File: config.mk
export PLATFORM = sky130hd
export DESIGN_NAME = prog_loader
export DESIGN_NICKNAME = d
export VERILOG_FILES = /design/src/rtl/prog_loader.sv
export SDC_FILE = /design/constraint.sdc
export NUM_CORES = 1
export LEC_CHECK = 0
export BUFFER_PORTS_ARGS = -buffer_cell sky130_fd_sc_hd__clkbuf_2
export CAP_MARGIN = 20
export CORE_ASPECT_RATIO = 0.6
export CORE_MARGIN = 5
export CORE_UTILIZATION = 30
export CTS_BUF_LIST = sky130_fd_sc_hd__clkbuf_8
export CTS_CLUSTER_DIAMETER = 100
export DETAILED_ROUTE_END_ITERATION = 6
export GPL_TIMING_DRIVEN = 0
export REMOVE_ABC_BUFFERS = 1
export SLEW_MARGIN = 20
export SYNTH_ARGS = -nofsm -noshare
export SYNTH_HDL_FRONTEND = slang
export SYNTH_SLANG_ARGS = --single-unit
File: constraint.sdc
create_clock -name clk -period 2.8 [get_ports clk]
set_clock_uncertainty 0.2 [all_clocks]
set_input_delay 0.14 -clock clk [delete_from_list [all_inputs] [get_ports clk]]
set_output_delay 0.14 -clock clk [all_outputs]
set_load 0.01 [all_outputs]
File: src/rtl/prog_loader.sv
`default_nettype none
// ============================================================================
// Module   : prog_loader
// Brief    : Framed byte-stream loader for the CPU memory; keeps the CPU in
//            reset until the payload checksum verifies, re-arms on halt.
// Revision : 1.0 - initial release
// ============================================================================
module prog_loader #(
   parameter int ADDR_WIDTH = 5,
   parameter int DATA_WIDTH = 8
) (
   input  logic                  clk,
   input  logic                  rst,
   input  logic                  in_valid,
   input  logic [DATA_WIDTH-1:0] in_data,
   output logic                  in_ready,
   output logic                  mem_we,
   output logic [ADDR_WIDTH-1:0] mem_addr,
   output logic [DATA_WIDTH-1:0] mem_wdata,
   input  logic                  cpu_halt,
   output logic                  cpu_rst,
   output logic                  done,
   output logic                  error
);

   localparam int unsigned DEPTH = 32'd1 << ADDR_WIDTH;

   typedef enum logic [2:0] {
      S_IDLE  = 3'd0,
      S_BASE  = 3'd1,
      S_DATA  = 3'd2,
      S_CHECK = 3'd3,
      S_RUN   = 3'd4,
      S_ERR   = 3'd5
   } state_e;

   state_e                state_q, state_d;
   logic [DATA_WIDTH-1:0] len_q, len_d;
   logic [DATA_WIDTH-1:0] cnt_q, cnt_d;
   logic [DATA_WIDTH-1:0] sum_q, sum_d;
   logic [ADDR_WIDTH-1:0] base_q, base_d;
   logic                  mem_we_q, mem_we_d;
   logic [ADDR_WIDTH-1:0] mem_addr_q, mem_addr_d;
   logic [DATA_WIDTH-1:0] mem_wdata_q, mem_wdata_d;
   logic                  cpu_rst_q, cpu_rst_d;
   logic                  done_q, done_d;
   logic                  error_q, error_d;

   logic                  accept;
   logic                  len_bad;
   logic [DATA_WIDTH-1:0] cnt_inc;

   // The loader only stops listening while the CPU owns the memory.
   assign in_ready = (state_q != S_RUN);
   assign accept   = in_valid & in_ready;
   assign cnt_inc  = cnt_q + 1'b1;
   assign len_bad  = (in_data == '0) || (32'(in_data) > DEPTH);

   always_comb begin
      state_d     = state_q;
      len_d       = len_q;
      cnt_d       = cnt_q;
      sum_d       = sum_q;
      base_d      = base_q;
      mem_we_d    = 1'b0;
      mem_addr_d  = mem_addr_q;
      mem_wdata_d = mem_wdata_q;
      cpu_rst_d   = cpu_rst_q;
      done_d      = done_q;
      error_d     = error_q;

      case (state_q)
         S_IDLE: begin
            if (accept) begin
               if (len_bad) begin
                  state_d = S_ERR;
                  error_d = 1'b1;
               end else begin
                  len_d   = in_data;
                  state_d = S_BASE;
               end
            end
         end
         S_BASE: begin
            if (accept) begin
               base_d  = in_data[ADDR_WIDTH-1:0];
               cnt_d   = '0;
               sum_d   = '0;
               state_d = S_DATA;
            end
         end
         S_DATA: begin
            if (accept) begin
               // Address arithmetic is ADDR_WIDTH wide so it wraps at the memory depth.
               mem_we_d    = 1'b1;
               mem_addr_d  = base_q + cnt_q[ADDR_WIDTH-1:0];
               mem_wdata_d = in_data;
               sum_d       = sum_q + in_data;
               cnt_d       = cnt_inc;
               if (cnt_inc == len_q) begin
                  state_d = S_CHECK;
               end
            end
         end
         S_CHECK: begin
            if (accept) begin
               if (in_data == sum_q) begin
                  state_d   = S_RUN;
                  cpu_rst_d = 1'b0;
                  done_d    = 1'b1;
               end else begin
                  state_d = S_ERR;
                  error_d = 1'b1;
               end
            end
         end
         S_RUN: begin
            if (cpu_halt) begin
               state_d   = S_IDLE;
               cpu_rst_d = 1'b1;
               done_d    = 1'b0;
            end
         end
         S_ERR: begin
            if (accept && (in_data == '0)) begin
               state_d = S_IDLE;
               error_d = 1'b0;
            end
         end
         default: begin
            state_d = S_IDLE;
         end
      endcase
   end

   always_ff @(posedge clk) begin
      if (rst) begin
         state_q     <= S_IDLE;
         len_q       <= '0;
         cnt_q       <= '0;
         sum_q       <= '0;
         base_q      <= '0;
         mem_we_q    <= 1'b0;
         mem_addr_q  <= '0;
         mem_wdata_q <= '0;
         cpu_rst_q   <= 1'b1;
         done_q      <= 1'b0;
         error_q     <= 1'b0;
      end else begin
         state_q     <= state_d;
         len_q       <= len_d;
         cnt_q       <= cnt_d;
         sum_q       <= sum_d;
         base_q      <= base_d;
         mem_we_q    <= mem_we_d;
         mem_addr_q  <= mem_addr_d;
         mem_wdata_q <= mem_wdata_d;
         cpu_rst_q   <= cpu_rst_d;
         done_q      <= done_d;
         error_q     <= error_d;
      end
   end

   assign mem_we    = mem_we_q;
   assign mem_addr  = mem_addr_q;
   assign mem_wdata = mem_wdata_q;
   assign cpu_rst   = cpu_rst_q;
   assign done      = done_q;
   assign error     = error_q;

endmodule
`default_nettype wire

-- After elaboration in Yosys (flattened, before gate mapping)
Index checks and enable logic that the tools add are counted.
- flip-flop bits (word level): 49
- latch bits: 0
- RAM bits: 0
- bits in read-only memories: 0
- input bits: 12
- output and inout port bits: 18
- logic and storage cells: 81
- memories: 0
- $add $sub $neg: 3
- multipliers: 0
- div/mod/pow operators: 0
- magnitude comparators: 1
- eq/ne operators: 18
- shift operators: 0
- multiplexer cells: 30
- bitwise logic cells: 3
- reductions and logical operators: 15
- operators by type and width (operator ; count):
    8-bit case mux with 2 select lines ; 2
    3-bit 2-to-1 mux ; 8
    8-bit 2-to-1 mux ; 3
    2-bit inequality test, second input constant ; 10
    3-bit case mux with 6 select lines ; 1
    8-bit equality test ; 2
    1-bit 2-to-1 mux ; 13
    8-bit by 1-bit adder with 8-bit output, second input constant ; 1
    8-bit adder ; 1
    8-bit by 6-bit > comparator with 1-bit output, second input constant ; 1
    8-bit zero test ; 1
    7-bit AND reduction ; 1
    3-bit by 2-bit equality test with 1-bit output, second input constant ; 2
    3-bit equality test, second input constant ; 2
    3-bit AND reduction ; 2
    6-bit AND reduction ; 1
    5-bit adder ; 1
    1-bit case mux with 2 select lines ; 2
    2-bit AND reduction ; 2
    4-bit AND reduction ; 1
    2-bit nonzero test ; 2
    3-bit by 1-bit equality test with 1-bit output, second input constant ; 1
    3-bit zero test ; 1
    3-bit inequality test, second input constant ; 1
    other kinds (7) ; 8

-- Depth between registers and ports, before layout
Gate-level depths: netlist (run 1).
- word-level depth: 5
- mapped depth: 9
- depth with buffers taken out: 8

-- Least setup slack after synthesis (run 1)
No wires, ideal clock.
- path kind: register to register
- start point: register sum_q[0]
- end point: register sum_q[6]
- setup time: 117 ps
- arrival time: 1620 ps
- required time: 2483 ps
- path slack: 863 ps
- stages on the path, launching flop included: 8
- path buffers: 0
- clock period less this slack: 1937 ps
- cell sequence: dfxtp_1 -> ha_1 -> fa_1 -> a21o_1 -> a21o_1 -> a21oi_1 -> mux2i_1 -> nand2_1
- word-level cells in the longest chain between the ends: 3
- RTL lines (element ; line ; text):
    from (decl) ; 40 ; logic [DATA_WIDTH-1:0] sum_q, sum_d;
    from (signal assigned) ; 153 ; sum_q <= sum_d;
    8-bit adder ; 98 ; sum_d = sum_q + in_data;
    8-bit 2-to-1 mux ; 93 ; if (accept) begin
    8-bit case mux with 2 select lines ; 72 ; case (state_q)
No other way between the ends. The select of a mux whose other input is x is not followed.
A chain may end at the register's enable or synchronous reset.

-- Worst setup path after layout (run 1)
- start point: register state_q[1]
- end point: register sum_q[7]
- word-level cells in the longest chain between the ends: 4
- elaborated cells between the ends (all ways): 9
- those cells by class: 5 x eq/ne; 1 x mux; 1 x bitwise; 2 x reduce/logical
- RTL lines (element ; line ; text):
    from (decl) ; 37 ; state_e state_q, state_d;
    from (signal assigned) ; 150 ; state_q <= state_d;
    3-bit inequality test ; 54 ; assign in_ready = (state_q != S_RUN);
    1-bit AND ; 55 ; assign accept = in_valid & in_ready;
    2-bit inequality test (no line) ; n/a ;
    3-bit AND reduction (no line) ; n/a ;
Several ways; a longest one is shown, not always the timed one.

==> results.md, run 1 <==
- Initial Utilization: 31.2%
- DPL Wire Length: slightly below 5000 um
- Hold slack final: approximately 76 ps
- GPL Wtd Cong: between 0.7 and 0.8
- Storage cell area: 981 um^2
- Yosys warnings: 0
- Die W: 132 um
- Reg2Reg Setup Slack: 210 ps
- Reg-to-Reg End: sum_q[7]
- Critical path endpoint category: flip-flop
- Share of layout cells above drive strength 1: 13.1%
- Fill cell count: 872
- GRT Total Usage: 12.0%
- DR WL/cell: 14.6 um
- Worst hold-check path type: in2reg
- Final setup violation count: 0
- Leakage Power: 1.29 nW
- DR DRC count: 0
- CTS buffer count: 5
- Post-route cell area: around 3100 um^2
- Final ANT Viol Nets: 0
- Initial antenna violation count: 0
- Die Height: 83.4 um
- Maximum vdd drop: 261 uV
- #FFs+latches synth: 49
- Share of flip-flops with an asynchronous set or reset: 0%
- CTS Buffer Depth: 2
- Worst skew pair latency: 320 ps
- Register area share after synthesis: 36.4%
- Syn Inst Count: 320
- Placement Cell Area: 2920 um^2
- Vias per inst: 5.08
- Final Non-Filler Cells: around 460
- Max cap viols: 0
- Cell Area, Synth: 2690 um^2
- CTS Sinks: 49
- Vias in the first global route: 2,167
- Core Area: 8620 um^2
- Gr ovfl total: 0
- Ports: 30
- Ant diodes: 0
- Core Rows: 26
- Fin util: between 30% and 40%
- Multi-input logic area: 1610 um^2
- Root buffer cell: clkbuf_8
- Period utilization: roughly 92%
- Synth Flop Type: dfxtp_1
- Worst setup endpoint: sum_q[7]
- Critical path data required time: 2870 ps
- Crit path kind: reg2reg
- Nets: ~380
- Reg2Reg Launch Point: state_q[1]
- Crit path DAT: 2660 ps
- R2R depth: 6
- Tmin final: roughly 2600 ps
- Worst-path fanout max: 20
- Drt pass-1 iters: 4
- CTS resizes: 0
- CP startpoint: state_q[1]
- Layout area overhead: 16.9%
- Pwr Density: approximately 510 nW/um^2
- Final Hold Fails: 0
- Status: finished clean
- Placed insts: 445
- Vias: about 2,300
- RSZ-0062 raised after global routing: false
- Die area: 11,000 um^2
- Distinct cells, synth: 48
- Worst-Margin Slew: between 700 and 800 ps
- Max Slew Vio Count: 0
- CTS tree: yes
- Critical Path Source Type: flip-flop
- Slew HR: about 47%
- Number of synthesized flops with an enable pin: 0
- Clk slew on worst S/H paths: around 100 ps
- Max Clk Rate: roughly 390 MHz
- Final WL: 6750 um
- PortBufs: 29
- Synthesized area per cell: 8.41 um^2
- First-pass GRT wire length: approximately 11,000 um
- DR iter-0 viols: 140
- Htree depth: 2
- Largest net degree at the start of global routing: 38
[layout by cell type (no fill, tap or decap), types with 7 or more instances in the layout]
| master | n |
|---|---|
| xnor2_1 | 12 |
| inv_1 | 8 |
| nand2_1 | 42 |
| xor2_1 | 7 |
| ha_1 | 12 |
| mux2i_1 | 8 |
| o21ai_0 | 23 |
| dlygate4sd3_1 | 9 |
| nor2_1 | 25 |
| a21oi_1 | 30 |
| clkbuf_2 | 29 |
| a21o_1 | 8 |
| dfxtp_1 | 49 |
[cells in the mapped netlist (4+ instances only)]
master | n | area share [%]
a21o_1 | 8 | 2.2
a21oi_1 | 31 | 5.8
clkbuf_1 | 11 | 1.5
dfxtp_1 | 49 | 36
ha_1 | 12 | 5.6
inv_1 | 8 | 1.1
mux2i_1 | 8 | 3.0
nand2_1 | 42 | 5.9
nand2b_1 | 5 | 1.2
nand3_1 | 6 | 1.1
nand3b_1 | 4 | 1.1
nor2_1 | 25 | 3.5
nor2b_1 | 4 | 0.93
nor3_1 | 4 | 0.74
nor3b_1 | 5 | 1.4
o21ai_0 | 23 | 4.3
o31ai_1 | 6 | 1.7
xnor2_1 | 12 | 3.9
xor2_1 | 7 | 2.3
[per-layer routing]
metal  up-vias  track usage (%)  wire (um)
li1       1193                -          -
met1      1116             18.0       3690
met2        40             17.3       2830
met3         0             3.08        232
met4         0             1.76          0
met5         -                0          0
[worst min-delay path by stage]
stage / from / end / slack (ps) / depth (start not counted)
floorplan: rst / base_q[0] / 9 / 1
global placement: cpu_halt / cpu_rst / 200 / 3
detailed placement: cpu_halt / cpu_rst / 210 / 3
CTS: in_valid / state_q[1] / 70 / 4
global route: in_valid / state_q[1] / 90 / 4
finish: in_valid / state_q[1] / 80 / 4
[area by class of cell]
| type | instances | share of cell area (%) |
|---|---|---|
| Clock inverter | 3 | 2.19 |
| Tap cell | 112 | 4.45 |
| Sequential cell | 49 | 31.2 |
| Inverter | 9 | 1.07 |
| Multi-Input combinational cell | 245 | 51.2 |
| Clock buffer | 5 | 2.19 |
| Timing Repair Buffer | 39 | 7.71 |
[power by group]
part	total, mW	internal [mW]	switching (mW)
Clock	0.629	0.360	0.269
Sequential	0.763	0.723	0.0400
Combinational	0.209	0.0930	0.117
[state kept, by name, summed over array words and instances (netlist names)]
register and count:
cnt_q 8, mem_addr 5, base_q 5, sum_q 8, cpu_rst 1, mem_we 1
mem_wdata 8, state_q 3, error 1, done 1, len_q 8
[worst max-delay path, stage by stage (launching register included)]
cell and delay (ps):
dfxtp_1 760, nor4bb_4 610, nand2b_4 250, clkinv_1 250, nand3_1 120, o2111ai_1 190, o21a_1 150
[repair_timing]
| item | in CTS | in global routing |
|---|---|---|
| setup buffers | 0 | 0 |
| hold buffers | 9 | 0 |
| hold endpoints to repair | 19 | 0 |
[through the flow]
stage | TNS, ps | total power, mW | setup slack [ps]
final | 0 | 1.60 | 211
after detailed placement | 0 | 0.977 | 229
after floorplan | -1120 | 0.896 | -347
after global placement | -28860 | 0.966 | -1660
after CTS | 0 | 1.62 | 210
after global routing | 0 | 1.68 | 12.8
[kinds of logic (layout without fill, tap and decap cells)]
group                      Yosys count  count (layout)  share of synthesized area, %
and+or+nand+nor                    112             112                          20.7
AOI/OAI and AO/OA                   91              91                          21.8
DFF                                 49              49                          36.4
buffers and inverters               26              56                          4.41
xor gates and xnor gates            19              19                          6.18
adders and majority gates           14              14                          7.06
muxes                                9               9                          3.39
Power figures use the tool's default switching activity.
==> inputs of run 2 (changes only) <==
--- a/config.mk
+++ b/config.mk
@@ -7,6 +7,8 @@
 export LEC_CHECK = 0
 export BUFFER_PORTS_ARGS = -buffer_cell sky130_fd_sc_hd__clkbuf_2
 export CAP_MARGIN = 20
+export CELL_PAD_IN_SITES_DETAIL_PLACEMENT = 1
+export CELL_PAD_IN_SITES_GLOBAL_PLACEMENT = 1
 export CORE_ASPECT_RATIO = 0.6
 export CORE_MARGIN = 5
 export CORE_UTILIZATION = 30
@@ -14,6 +16,7 @@
 export CTS_CLUSTER_DIAMETER = 100
 export DETAILED_ROUTE_END_ITERATION = 6
 export GPL_TIMING_DRIVEN = 0
+export PLACE_DENSITY = 0.65
 export REMOVE_ABC_BUFFERS = 1
 export SLEW_MARGIN = 20
 export SYNTH_ARGS = -nofsm -noshare
==> run 2 against run 1 <==
Die area unchanged. Sequential power hardly changed. Worst hold slack got worse by 13 ps. Sequential share of layout area up 0.17 points. First-iteration DRC count is 10% lower. Non-clock buffer count up 1. Worst setup slack gained 150 ps. Largest power group unchanged. Total power fell by 5.1%.
==> results.md, run 2 (synthesis results as in run 1) <==
- Reg-to-Reg End: sum_q[7]
- Post-route cell area: 3130 um^2
- Die area: 11,000 um^2
- Share of layout cells above drive strength 1: a little over an eighth
- CTS Sinks: 49
- Pwr Density: roughly 490 nW/um^2
- Worst-path fanout max: 20
- Slowest stage delay, CP: 760 ps
- Final WL: 7730 um
- Final ANT Viol Nets: 0
- Critical path data required time: ~2900 ps
- Hold EP: state_q[1]
- Maximum vdd drop: 176 uV
- Die W: 132 um
- DR iter-0 viols: 126
- Crit path DAT: 2490 ps
- Slew HR: 45.2%
- Core Area: 8620 um^2
- Setup TNS: 0 ps
- CTS tree: yes
- CTS buffer count: 5
- Top delay family on crit path: simple AND/OR/NAND/NOR gates
- Ports: 30
- Root buffer cell: clkbuf_8
- Worst hold-check path type: in2reg
- Tmin final: 2430 ps
- Gr ovfl total: 0
- Die Height: 83.4 um
- DR DRC count: 0
- Max Clk Rate: 411 MHz
- PortBufs: 29
- Vias in the first global route: between 2,000 and 3,000
- CP Cell Sequence: nor4bb_4, nand2b_4, clkinv_1, nand3_1, o2111ai_1, o21a_1
- Hold Path Depth: 4
- CP max-delay cell: dfxtp_1
- Core Rows: 26
- Worst skew pair latency: 320 ps
- DR WL/cell: ~17 um
- Final setup violation count: 0
- Final Hold Fails: 0
- Status: finished clean
- Placement Cell Area: 2920 um^2
- R2R depth: 6
- DPL Wire Length: 5580 um
- Vias: 2,417
- Drt pass-1 iters: 4
- Period utilization: 86.9%
- Nets: 376
- Most frequent cells in the layout: 49 x dfxtp_1, 42 x nand2_1, 30 x a21oi_1
- RSZ-0062 raised after global routing: false
- Commonest non-fill, non-tap cell in the layout: dfxtp_1
- Htree depth: 2
- Clk slew on worst S/H paths: 100 ps
- CTS Buffer Depth: 2
- Largest net degree at the start of global routing: 38
- Initial Utilization: 31.2%
- Fill cell count: between 1,000 and 1,500
- Max Slew Vio Count: 0
- HP Start: in_valid
- Ant diodes: 0
- GPL Wtd Cong: 0.749
- Initial antenna violation count: 0
- Layout area overhead: 16.2%
- Leakage Power: 1.29 nW
- Critical path endpoint category: flip-flop
- Reg2Reg Launch Point: state_q[1]
- WP buf/inv: 1
- Worst-Margin Slew: approximately 820 ps
- Vias per inst: 5.22
- First-pass GRT wire length: 13,100 um
- Reg2Reg Setup Slack: 370 ps
- GRT Total Usage: 14.5%
- Critical Path Source Type: flip-flop
- Max cap viols: 0
- Crit path kind: reg2reg
-- run 2: report_power, final --
| part | switching (mW) | total, mW | internal [mW] |
|---|---|---|---|
| Combinational | 0.121 | 0.215 | 0.0940 |
| Sequential | 0.0405 | 0.763 | 0.723 |
| Clock | 0.273 | 0.542 | 0.269 |
| Total | 0.434 | 1.52 | 1.09 |
-- run 2: cell type report --
class                           instances  area (um^2)  area share [%]
Clock buffer                            5         68.8            2.20
Timing Repair Buffer                   40          250            8.00
Tap cell                              112          140            4.48
Clock inverter                          3         43.8            1.40
Multi-Input combinational cell        245         1610            51.5
Inverter                                9         33.8            1.08
Sequential cell                        49          981            31.3
-- run 2: worst reg2reg max path: stages, from the launching register on --
cell	delay [ps]
dfxtp_1	760
nor4bb_4	500
nand2b_4	210
clkinv_1	260
nand3_1	110
o2111ai_1	190
o21a_1	140
-- run 2: worst max-delay path by stage --
stage,startpoint,to,slack (ps),cells past startpoint
after CTS,state_q[1],sum_q[7],150,6
after floorplan,state_q[1],sum_q[7],-350,5
after detailed placement,state_q[1],sum_q[7],180,6
after global routing,state_q[1],sum_q[7],200,6
after global placement,state_q[1],sum_q[7],-1680,6
final,state_q[1],sum_q[7],370,6
-- run 2: metrics by stage --
stage	instances	utilization [%]	hold slack [ps]	power, mW	worst slack [ps]
after floorplan	303	-	9.07	0.896	-347
after global placement	444	33.6	201	0.968	-1680
final	463	36.3	63.2	1.52	366
after CTS	462	36.2	51.7	1.53	150
after detailed placement	445	33.9	213	0.984	181
after global routing	463	36.3	110	1.59	195
-- run 2: metal layers --
layer	vias up	part of all wire, %	global-route usage (%)
met3	14	4.1	3.68
met4	0	1.3	3.51
met1	1169	52	20.4
met5	-	0	0
met2	41	43	22.2
li1	1193	-	-
-- run 2: what timing repair did --
action                                  in CTS  in global routing
buffers inserted                             0                  1
gates resized for setup                      0                  0
endpoints found under the hold margin       19                  0
hold buffers                                 9                  0
endpoints found under the setup margin       0                  1
